--- config.mk ---
export PLATFORM = sky130hd
export DESIGN_NAME = xor_parity_encoder
export DESIGN_NICKNAME = d
export VERILOG_FILES = /design/src/rtl/xor_parity_encoder.sv
export SDC_FILE = /design/constraint.sdc
export NUM_CORES = 1
export LEC_CHECK = 0
export CAP_MARGIN = 20
export CORE_MARGIN = 2
export CORE_UTILIZATION = 41
export CTS_CLUSTER_DIAMETER = 50
export DETAILED_ROUTE_END_ITERATION = 6
export PLACE_DENSITY = 0.83
export SLEW_MARGIN = 25
export SYNTH_ARGS = -nofsm -noshare
export SYNTH_HDL_FRONTEND = slang
export SYNTH_SLANG_ARGS = --single-unit
--- constraint.sdc ---
create_clock -name clk -period 1.9 [get_ports clk]
set_input_delay 0.38 -clock clk [delete_from_list [all_inputs] [get_ports clk]]
set_output_delay 0.38 -clock clk [all_outputs]
set_load 0.02 [all_outputs]
--- src/rtl/xor_parity_encoder.sv ---
// xor_parity_encoder
//
// Pops 32-bit words from the raw-data-out FIFO in groups of four. Each word is
// forwarded unchanged to the encoded-data FIFO, tagged with its position in
// the group. After the fourth word, one XOR parity word is appended, so each
// encoded block is five words long. Also counts completed blocks for status.
//
// Ports
//   clk                      single clock, rising edge
//   reset                    asynchronous, active-low reset
//   raw_data_out_fifo_empty  upstream FIFO has no word at its head
//   raw_data_out_fifo_dout   upstream head word (first-word-fall-through)
//   raw_data_out_fifo_pop    consume the upstream head word this cycle
//   encoding                 upstream FSM is mid-group (status only)
//   enc_fifo_full            encoded-data FIFO cannot take a push this cycle
//   enc_fifo_clr             synchronous clear of the encoded-data FIFO
//   enc_fifo_push            write din/tag/last this cycle
//   enc_fifo_din             data word or parity word
//   enc_fifo_tag             0..3 = data word index, 4 = parity word
//   enc_fifo_last            high only together with the parity push
//   group_count              completed blocks since reset, wraps silently
//   busy                     group partially processed, or upstream encoding

module xor_parity_encoder #(
  parameter int DATA_WIDTH = 32,
  parameter int CNT_WIDTH  = 16
) (
  input  logic                  clk,
  input  logic                  reset,
  input  logic                  raw_data_out_fifo_empty,
  input  logic [DATA_WIDTH-1:0] raw_data_out_fifo_dout,
  output logic                  raw_data_out_fifo_pop,
  input  logic                  encoding,
  input  logic                  enc_fifo_full,
  output logic                  enc_fifo_clr,
  output logic                  enc_fifo_push,
  output logic [DATA_WIDTH-1:0] enc_fifo_din,
  output logic [2:0]            enc_fifo_tag,
  output logic                  enc_fifo_last,
  output logic [CNT_WIDTH-1:0]  group_count,
  output logic                  busy
);

  typedef enum logic [2:0] {
    ST_INIT   = 3'b001,
    ST_DATA   = 3'b010,
    ST_PARITY = 3'b100
  } state_t;

  localparam logic [2:0] PARITY_TAG = 3'd4;

  state_t                state;
  logic [1:0]            index;
  logic [DATA_WIDTH-1:0] parity;
  logic                  data_xfer;

  // A data word moves only when there is one to take and room to put it.
  assign data_xfer = (state == ST_DATA) && !raw_data_out_fifo_empty && !enc_fifo_full;

  // Mealy outputs: the head word is pushed in the same cycle it is popped.
  always_comb begin
    // NOTE: every output gets a default before the case so no path can
    // leave one unassigned, which would otherwise infer a latch.
    raw_data_out_fifo_pop = 1'b0;
    enc_fifo_push         = 1'b0;
    enc_fifo_clr          = 1'b0;
    enc_fifo_din          = '0;
    enc_fifo_tag          = '0;
    enc_fifo_last         = 1'b0;
    case (state)
      // Reset parks the FSM in INIT; gating with reset keeps clr low while
      // reset is held so the clear pulse lands on the first cycle after release.
      ST_INIT: enc_fifo_clr = reset;
      ST_DATA: begin
        if (data_xfer) begin
          raw_data_out_fifo_pop = 1'b1;
          enc_fifo_push         = 1'b1;
          enc_fifo_din          = raw_data_out_fifo_dout;
          enc_fifo_tag          = {1'b0, index};
        end
      end
      ST_PARITY: begin
        if (!enc_fifo_full) begin
          enc_fifo_push = 1'b1;
          enc_fifo_din  = parity;
          enc_fifo_tag  = PARITY_TAG;
          enc_fifo_last = 1'b1;
        end
      end
      default: ;
    endcase
  end

  always_ff @(posedge clk or negedge reset) begin
    if (!reset) begin
      // NOTE: state registers use non-blocking assignments so every flop
      // samples pre-edge values, independent of statement order.
      state       <= ST_INIT;
      index       <= '0;
      parity      <= '0;
      group_count <= '0;
    end else begin
      case (state)
        ST_INIT: begin
          index  <= '0;
          parity <= '0;
          state  <= ST_DATA;
        end
        ST_DATA: begin
          if (data_xfer) begin
            parity <= parity ^ raw_data_out_fifo_dout;
            if (index == 2'd3) begin
              index <= '0;
              state <= ST_PARITY;
            end else begin
              index <= index + 2'd1;
            end
          end
        end
        ST_PARITY: begin
          if (!enc_fifo_full) begin
            parity      <= '0;
            group_count <= group_count + CNT_WIDTH'(1);
            state       <= ST_DATA;
          end
        end
        // Any corrupted one-hot encoding restarts through INIT, which also
        // clears the downstream FIFO of the partial block.
        default: state <= ST_INIT;
      endcase
    end
  end

  assign busy = (index != 2'd0) || (state == ST_PARITY) || encoding;

endmodule

==> After elaboration in Yosys (flattened, before gate mapping) <==
Cells that the tools add are included.
{ "totals": {"register_bits": 53, "in_bits": 37, "output_inout_bits": 56, "wordCells": 50} }
{ "classes": {"n_bitwise": 2, "n_reduce_logical": 13, "n_addsub": 2, "mux": 22, "eq_ne": 7} }
{ "op_table": {"columns": ["cell", "count"], "rows": [
  ["$mux 32", 4],
  ["$pmux 32 s3", 1],
  ["$pmux 32 s2", 1],
  ["$xor 32x32->32", 1],
  ["$add 16x1->16 const B", 1],
  ["$mux 3", 4],
  ["$pmux 3 s3", 1],
  ["$mux 2", 3],
  ["$pmux 3 s2", 1],
  ["$reduce_and 3->1", 2],
  ["$mux 1", 5],
  ["$ne 2x2->1 const B", 2],
  ["$pmux 2 s2", 1],
  ["$reduce_and 2->1", 2],
  ["$reduce_bool 2->1", 2],
  ["$eq 3x1->1 const B", 1],
  ["$eq 3x2->1 const B", 1],
  ["$eq 3x3->1 const B", 1],
  ["$reduce_bool 3->1", 1],
  ["$add 2x1->2 const B", 1],
  ["$eq 2x2->1 const B", 1],
  ["$logic_and 1x1->1", 2],
  ["$logic_not 1->1", 2],
  ["$logic_or 1x1->1", 2],
  ["3 further kinds", 3]
]} }

==> Longest topological paths before layout <==
Gate-level depths: netlist of run 1.
{ "depth": {"depth_word": 5, "ltp_mapped": 8} }

==> Least setup slack after synthesis of run 1 <==
No wires, ideal clock.
{ "synth_path": {"path_kind": "flip-flop to output port", "from": "register state[0]", "to": "output enc_fifo_din[13]", "path_slack_ns": -0.261, "path_stages_with_launch": 8, "required_ns": 1.520, "n_path_buf": 3, "arrival_ns": 1.781, "cell_sequence": "dfstp_2 clkbuf_1 or3b_1 clkbuf_1 nor3_4 buf_2 nand2_1 nand2_1"} }
{ "synth_via": {"elab_chain_len": 5} }
{ "synth_lines": {"columns": ["element", "line", "rtl"], "rows": [
  ["start: declaration", "52", "state_t state;"],
  ["start signal: assignment", "98", "state <= ST_INIT;"],
  ["start signal: assignment", "107", "state <= ST_DATA;"],
  ["start signal: assignment", "114", "state <= ST_PARITY;"],
  ["$eq 3x2->1", "58, 70", null],
  ["$logic_and 1x1->1 (2 in a row)", "58", "assign data_xfer = (state == ST_DATA) && !raw_data_out_fifo_empty && !enc_fifo_full;"],
  ["$mux 32", "75", "if (data_xfer) begin"],
  ["$pmux 32 s2 (*)", "70", "case (state)"],
  ["end: declaration", "37", "output logic [DATA_WIDTH-1:0] enc_fifo_din,"]
]} }
Mark *: on every way between the ends. The rest lies on a longest branch, timed or not.

==> Worst setup path after layout of run 1 <==
{ "layout_path": {"from": "register state[2]", "to": "output enc_fifo_din[1]"} }
Same word-level chain as after synthesis.

==> out/metrics.yaml, run 1 <==
status: "finished, violations left"
violations: "negative setup slack"
cts_tree: "yes"
powerDensity_nw_per_um2: 884
synth-warning-count: 0
arrival_ps: 1890
regArea_sq_um: 1330
fin_crit_sh_pct: 120
avgSynthCellArea_sq_um: 8.05
dpl_worst_slack_ps: -917
maxSlewViolCount: 0
clock_skew_ps: 7.88
clkTransAtPathRegs_ps: 100
clk_latency_ps: 300
hold_viol: 0
synth.area.top_cells: "dfrtp_1 47%, nand2_1 14%, o21ai_0 6.7%"
async_flop_share_pct: 100
grt_max_degree: 54
end_kind: "output port"
place_congestion: 0.848
cap_violations: 0
h-tree-depth: 2
netlist_area_sq_um: 2750
synth_seq_cells: 53
fillers: 458
die_area_sq_um: 7390
setup_viol: 80
fin_setup_tns_ps: -14750
die_h_microns: 86.0
initial_utilization_pct: 42.9
yosysTopAreaCell: "dfrtp_1"
dpl.hpwl_mm: 5.23
antennaDiodeCount: 0
drc_errors: 0
dieWidth_microns: 86.0
fmax_mhz: 440
final_nets: 531
synth.top_cell.area_share_pct: 47.3
grt_pass1_vias: 2771
grt_first_pass_wirelength_mm: 12.7
yosys.cell_types.count: 33
yosys-top-cells-count: "106 x nand2_1, 52 x dfrtp_1, 38 x nor2_1"
worst-path-max-fanout: 17
cts-root-buf: "clkbuf_8"
clk_path_buf_depth: 2
syn_to_final_growth_pct: 70.1
num_rows: 29
synth_nets: 382
critPathLaunchType: "flop"
fp.coreArea_sq_um: 6420
fin_crit_ps: 2270
grt-ovfl-total: 0
synth_edf_count: 0
port_buffers: 92
synth_cells: 342
worst_pin_slew_ps: 688
drt-initial-drc-count: 122
drtAntennaViolNets: 0
cts_made_buffers: 5
worstHoldPathType: "in -> async"
drive_gt1_share_pct: 34.1
p_leak_nw: 2.30
crit_required_ps: 1520
grt_usage_pct: 21.4
multi_input_area_sq_um: 1520
worstSetupPathType: "reg -> out"
routed_wl_mm: 8.53
vias: 2993
io_pins: 93
firstDrtPassIters: 4
max_slew_margin_pct: 54.1
cts_sinks: 53
antenna_found_initial: 0
rsz0062_at_grt: "yes"
post_drt_wl_per_cell_microns: 15.0
fin_ws_ps: -374
synth_flop_cell: "dfrtp_1"
via_per_inst: 5.26
ys_seq_area_share_pct: 48.2
yosys.cell_count.top_type: "nand2_1"
irDropWorstVdd_mv: 0.487
rr_worst_depth: 8
layout make-up:
type | count | area share (%)
clock buffers | 5 | 1.47
inverters | 6 | 0.748
repair buffers | 158 | 34.0
well taps | 77 | 2.06
flip-flops and latches | 53 | 28.3
multi-input cells | 267 | 32.4
clock inverters | 3 | 0.989
worst max-delay path, stage by stage, from the launching register on:
cell and delay, ps:
dfrtp_1 420, or3b_4 400, nor3_4 150, buf_4 150
buf_12 140, nand2_1 100, nand2_1 80, buf_4 140
cells by family (layout without fill, tap and decap cells):
family	Yosys count	count (layout)	synth area share [%]
AND/OR/NAND/NOR	173	173	27.4
AO/OA/AOI/OAI	75	75	14.2
flip-flops	53	53	48.2
buffers and inverters	22	172	3.73
XOR/XNOR	16	16	5.09
adder cells (fa/ha/maj)	3	3	1.36
per-layer routing:
layer / wire length [microns] / share of wire (%) / vias up / GRT usage (%)
met5: 0 / 0 / - / 0
met4: 90 / 1.1 / 0 / 6.35
met3: 410 / 4.8 / 8 / 2.60
met2: 4480 / 52 / 94 / 38.5
met1: 3550 / 42 / 1459 / 27.0
li1: - / - / 1432 / -
path summary, 6_finish.rpt:
kind | start | end | slack (ps)
worst max-delay path | state[2]$_DFFE_PN0P_ | enc_fifo_din[1] | -370
worst min-delay path | reset | parity[7]$_DFFE_PN0P_ | 190
worst max register to register | state[2]$_DFFE_PN0P_ | group_count[8]$_DFFE_PN0N_ | -210
worst min register to register | parity[16]$_DFFE_PN0P_ | parity[16]$_DFFE_PN0P_ | 480
max in group asynchronous | reset | parity[19]$_DFFE_PN0P_ | 1230
min in group clk | parity[16]$_DFFE_PN0P_ | parity[16]$_DFFE_PN0P_ | 480
flip-flops by register name (all words and copies together) (netlist names):
register and flops:
group_count 16, parity 32, index 2, state 3
cells in the final DEF, fill, tap and decap left out, drive strengths merged, types with 3 or more instances in the layout:
cell type and n:
a21oi 4, and3 6, buf 103, clkbuf 9
clkdlybuf4s50 50, dfrtp 52, ha 3, inv 5
nand2 106, nand3 7, nand4 3, nor2 38
nor3 3, o21ai 65, xnor2 11, xor2 5
stage by stage:
step | hold WS [ps] | cells | instance area [sq um] | power (mW) | utilization (%)
floorplan | 84.4 | 342 | 2800 | 2.30 | -
global placement | 452 | 541 | 4130 | 2.87 | 64.3
detailed placement | 458 | 541 | 4130 | 2.93 | 64.3
CTS | 214 | 558 | 4430 | 3.86 | 69.0
global route | 265 | 569 | 4680 | 4.37 | 72.9
finish | 189 | 569 | 4680 | 4.14 | 72.9
power breakdown:
group,switching [mW],internal [mW],leakage [nW]
registers,0.214,1.39,0.720
logic,0.934,0.820,1.53
clock network,0.389,0.395,0.0543
total,1.54,2.60,2.30
repair_timing:
item                       in CTS  in global routing
gates resized for setup       247                 70
buffers inserted                7                  7
gates cloned                    2                  4
hold buffers                    0                  0
setup endpoints to repair      82                 74
pin swaps                      14                 10
Note: power is estimated with default switching activity, not from simulation.
==> run 2: changes to the inputs <==
Settings changed: CORE_MARGIN 2 to not set, REMOVE_ABC_BUFFERS set to 1.
==> run 2 against run 1 <==
Against the previous run:
- the run ends with design-rule violations, negative setup slack left
- via count grew 0.60%
- core utilization hardly changed
- first-iteration DRC count unchanged
- design area hardly changed
- clock power increased by 1%
- wire length grew 4.8%
- final cell count up 0.18%
- die area fell by 4.6%
- sequential share of layout area is essentially flat
- clock skew is 3.8 ps lower
- sequential power about the same
- largest power group unchanged
==> out/metrics.yaml, run 2 (synthesis gave the netlist of run 1 again) <==
arrival_ps: 1900  # was 1890 ps
fp.coreArea_sq_um: 6420  # unchanged
slowest_delay_ps: 420  # about the same
dpl.hpwl_mm: 5.34  # was 5.23 mm
io_pins: 93  # unchanged
cts_tree: "yes"  # unchanged
fin_setup_tns_ps: -15920  # was -14750 ps
crit_required_ps: 1520  # about the same
vias: 3011  # was 2993
clk_path_buf_depth: 2  # unchanged
worst-path-buf-inv: 3  # unchanged
critPathTopFamily: "simple AND/OR/NAND/NOR gates"  # unchanged
cts-root-buf: "clkbuf_8"  # unchanged
grt-ovfl-total: 0  # unchanged
fmax_mhz: 439  # was 440 MHz
final_cell_mix: "84 x nand2_1, 59 x buf_4, 52 x dfrtp_1"  # was 76 x nand2_1, 65 x buf_4, 58 x o21ai_1
drt-initial-drc-count: 122  # unchanged
p_leak_nw: 2.30  # about the same
cts_made_buffers: 5  # unchanged
path_depth: 7  # unchanged
fin_crit_sh_pct: 120  # about the same
post_drt_wl_per_cell_microns: 15.7  # was 15.0 microns
grt_max_degree: 54  # unchanged
r2r-start: "state[2]$_DFFE_PN0P_"  # unchanged
final_nets: 532  # was 531
grt_pass1_vias: 2942  # was 2771
syn_to_final_growth_pct: 70.1  # about the same
max_slew_margin_pct: 55.3  # was 54.1%
end_kind: "output port"  # unchanged
worstHoldPathType: "in -> async"  # unchanged
die_area_sq_um: 7050  # was 7390 sq um
status: "finished, violations left"  # unchanged
antenna_found_initial: 0  # unchanged
port_buffers: 92  # unchanged
final_common_cell: "nand2_1"  # unchanged
die_h_microns: 84.0  # was 86.0 microns
initial_utilization_pct: 42.9  # unchanged
top_regs: "parity (32), group_count (16), state (3)"  # unchanged
setup_viol: 73  # was 80
worst_r2r_endpoint: "group_count[15]$_DFFE_PN0N_"  # was group_count[8]$_DFFE_PN0N_
hold_viol: 0  # unchanged
worstSetupPathType: "reg -> out"  # unchanged
dieWidth_microns: 84.0  # was 86.0 microns
drtAntennaViolNets: 0  # unchanged
drive_gt1_share_pct: 33.7  # was 34.1%
antennaDiodeCount: 0  # unchanged
cp-startpoint: "state[1]$_DFFE_PN0P_"  # was state[2]$_DFFE_PN0P_
critPathLaunchType: "flop"  # unchanged
num_rows: 29  # unchanged
drc_errors: 16  # was 0
fin_crit_ps: 2280  # was 2270 ps
crit_chain: "or3b_4 > nor3_4 > buf_6 > buf_6 > nand2_1 > nand2_1 > buf_4"  # was or3b_4 > nor3_4 > buf_4 > buf_12 > nand2_1 > nand2_1 > buf_4
violations: "design-rule violations, negative setup slack"  # was negative setup slack
rsz0062_at_grt: "yes"  # unchanged
clock_skew_ps: 4.05  # was 7.88 ps
largest_reg_flops: 32  # unchanged
grt_usage_pct: 23.7  # was 21.4%
maxSlewViolCount: 0  # unchanged
slowest_stage: "or3b_4"  # was dfrtp_1
worst-path-max-fanout: 6  # was 17
rr_worst_depth: 7  # was 8
irDropWorstVdd_mv: 0.543  # was 0.487 mV
h-tree-depth: 2  # unchanged
cap_violations: 0  # unchanged
routed_wl_mm: 8.94  # was 8.53 mm
r2r_slack_ps: -250  # was -210 ps
place_congestion: 0.823  # was 0.848
stdcell_count: 570  # was 569
fin_ws_ps: -380  # was -374 ps
grt_first_pass_wirelength_mm: 13.4  # was 12.7 mm
top_register: "parity"  # unchanged
cts_sinks: 53  # unchanged
dp.cells: 542  # was 541
firstDrtPassIters: 6  # was 4
powerDensity_nw_per_um2: 905  # was 884 nW/um^2
clkTransAtPathRegs_ps: 90  # was 100 ps
endpoint: "enc_fifo_din[12]"  # was enc_fifo_din[1]
clk_latency_ps: 300  # about the same
fillers: 488  # was 458
via_per_inst: 5.28  # was 5.26
worst_pin_slew_ps: 671  # was 688 ps
==> run 2: cell types whose count changed in the layout (fill, tap and decap cells not counted), moves of 2 or more <==
| cell | change |
|---|---|
| o21ai_1 | -10 |
| nand2_2 | -7 |
| nand2_1 | +8 |
| o21ai_2 | +9 |
| buf_4 | -6 |
| buf_6 | +11 |
| buf_12 | -2 |
==> run 2: final cells by class <==
cell class | count | area [sq um] | share of cell area (%)
Tap cell | 77 | 96.3 | 2.06
Timing Repair Buffer | 159 | 1590 | 33.9
Inverter | 6 | 35.0 | 0.748
Clock buffer | 7 | 86.3 | 1.84
Clock inverter | 1 | 30.0 | 0.641
Sequential cell | 53 | 1330 | 28.3
Multi-Input combinational cell | 267 | 1520 | 32.5
==> run 2: layer usage <==
metal	track usage, %	share of wire, %	vias to the layer above
met3	3.56	5.7	14
met4	6.58	1.3	0
met2	43.1	52	108
met1	29.1	41	1448
li1	-	-	1441
met5	0	0	-
==> run 2: worst min path at each step <==
stage                                       from                     endpoint  slack (ps)  cells after the start
after floorplan                            reset   group_count[0]$_DFFE_PN0N_          80                      0
after global placement    parity[17]$_DFFE_PN0P_       parity[17]$_DFFE_PN0P_         450                      1
after detailed placement  parity[15]$_DFFE_PN0P_       parity[15]$_DFFE_PN0P_         460                      1
after CTS                                  reset       parity[16]$_DFFE_PN0P_         290                      2
after global routing                       reset  group_count[15]$_DFFE_PN0N_         320                      2
final                                      reset       parity[16]$_DFFE_PN0P_         280                      2
==> run 2: power breakdown <==
group          internal (mW)  leakage [nW]  switching (mW)
Combinational          0.833          1.52           0.992
Sequential              1.39         0.720           0.229
Clock                  0.430        0.0585           0.364
==> run 2: through the flow <==
stage | utilization [%] | setup WS, ps | instance area (sq um) | hold WS (ps) | power, mW
floorplan | - | -1140 | 2680 | 84.4 | 2.20
global placement | 63.7 | -899 | 4090 | 451 | 2.84
detailed placement | 63.7 | -934 | 4090 | 456 | 2.92
CTS | 67.2 | -387 | 4310 | 286 | 3.77
global route | 72.9 | -475 | 4680 | 320 | 4.48
finish | 72.9 | -380 | 4680 | 277 | 4.24
==> run 2: timing repair <==
item,in CTS,in global routing
endpoints found under the setup margin,82,82
cloned,3,7
hold buffers,0,0
pin swaps,7,16
setup buffers,5,6
resized for setup,227,117
==> run 3: changes to the inputs <==
Settings changed: CAP_MARGIN 20 to 10.
==> results of run 3 <==
No change in the layout: final DEF, timing and power equal those of run 2.
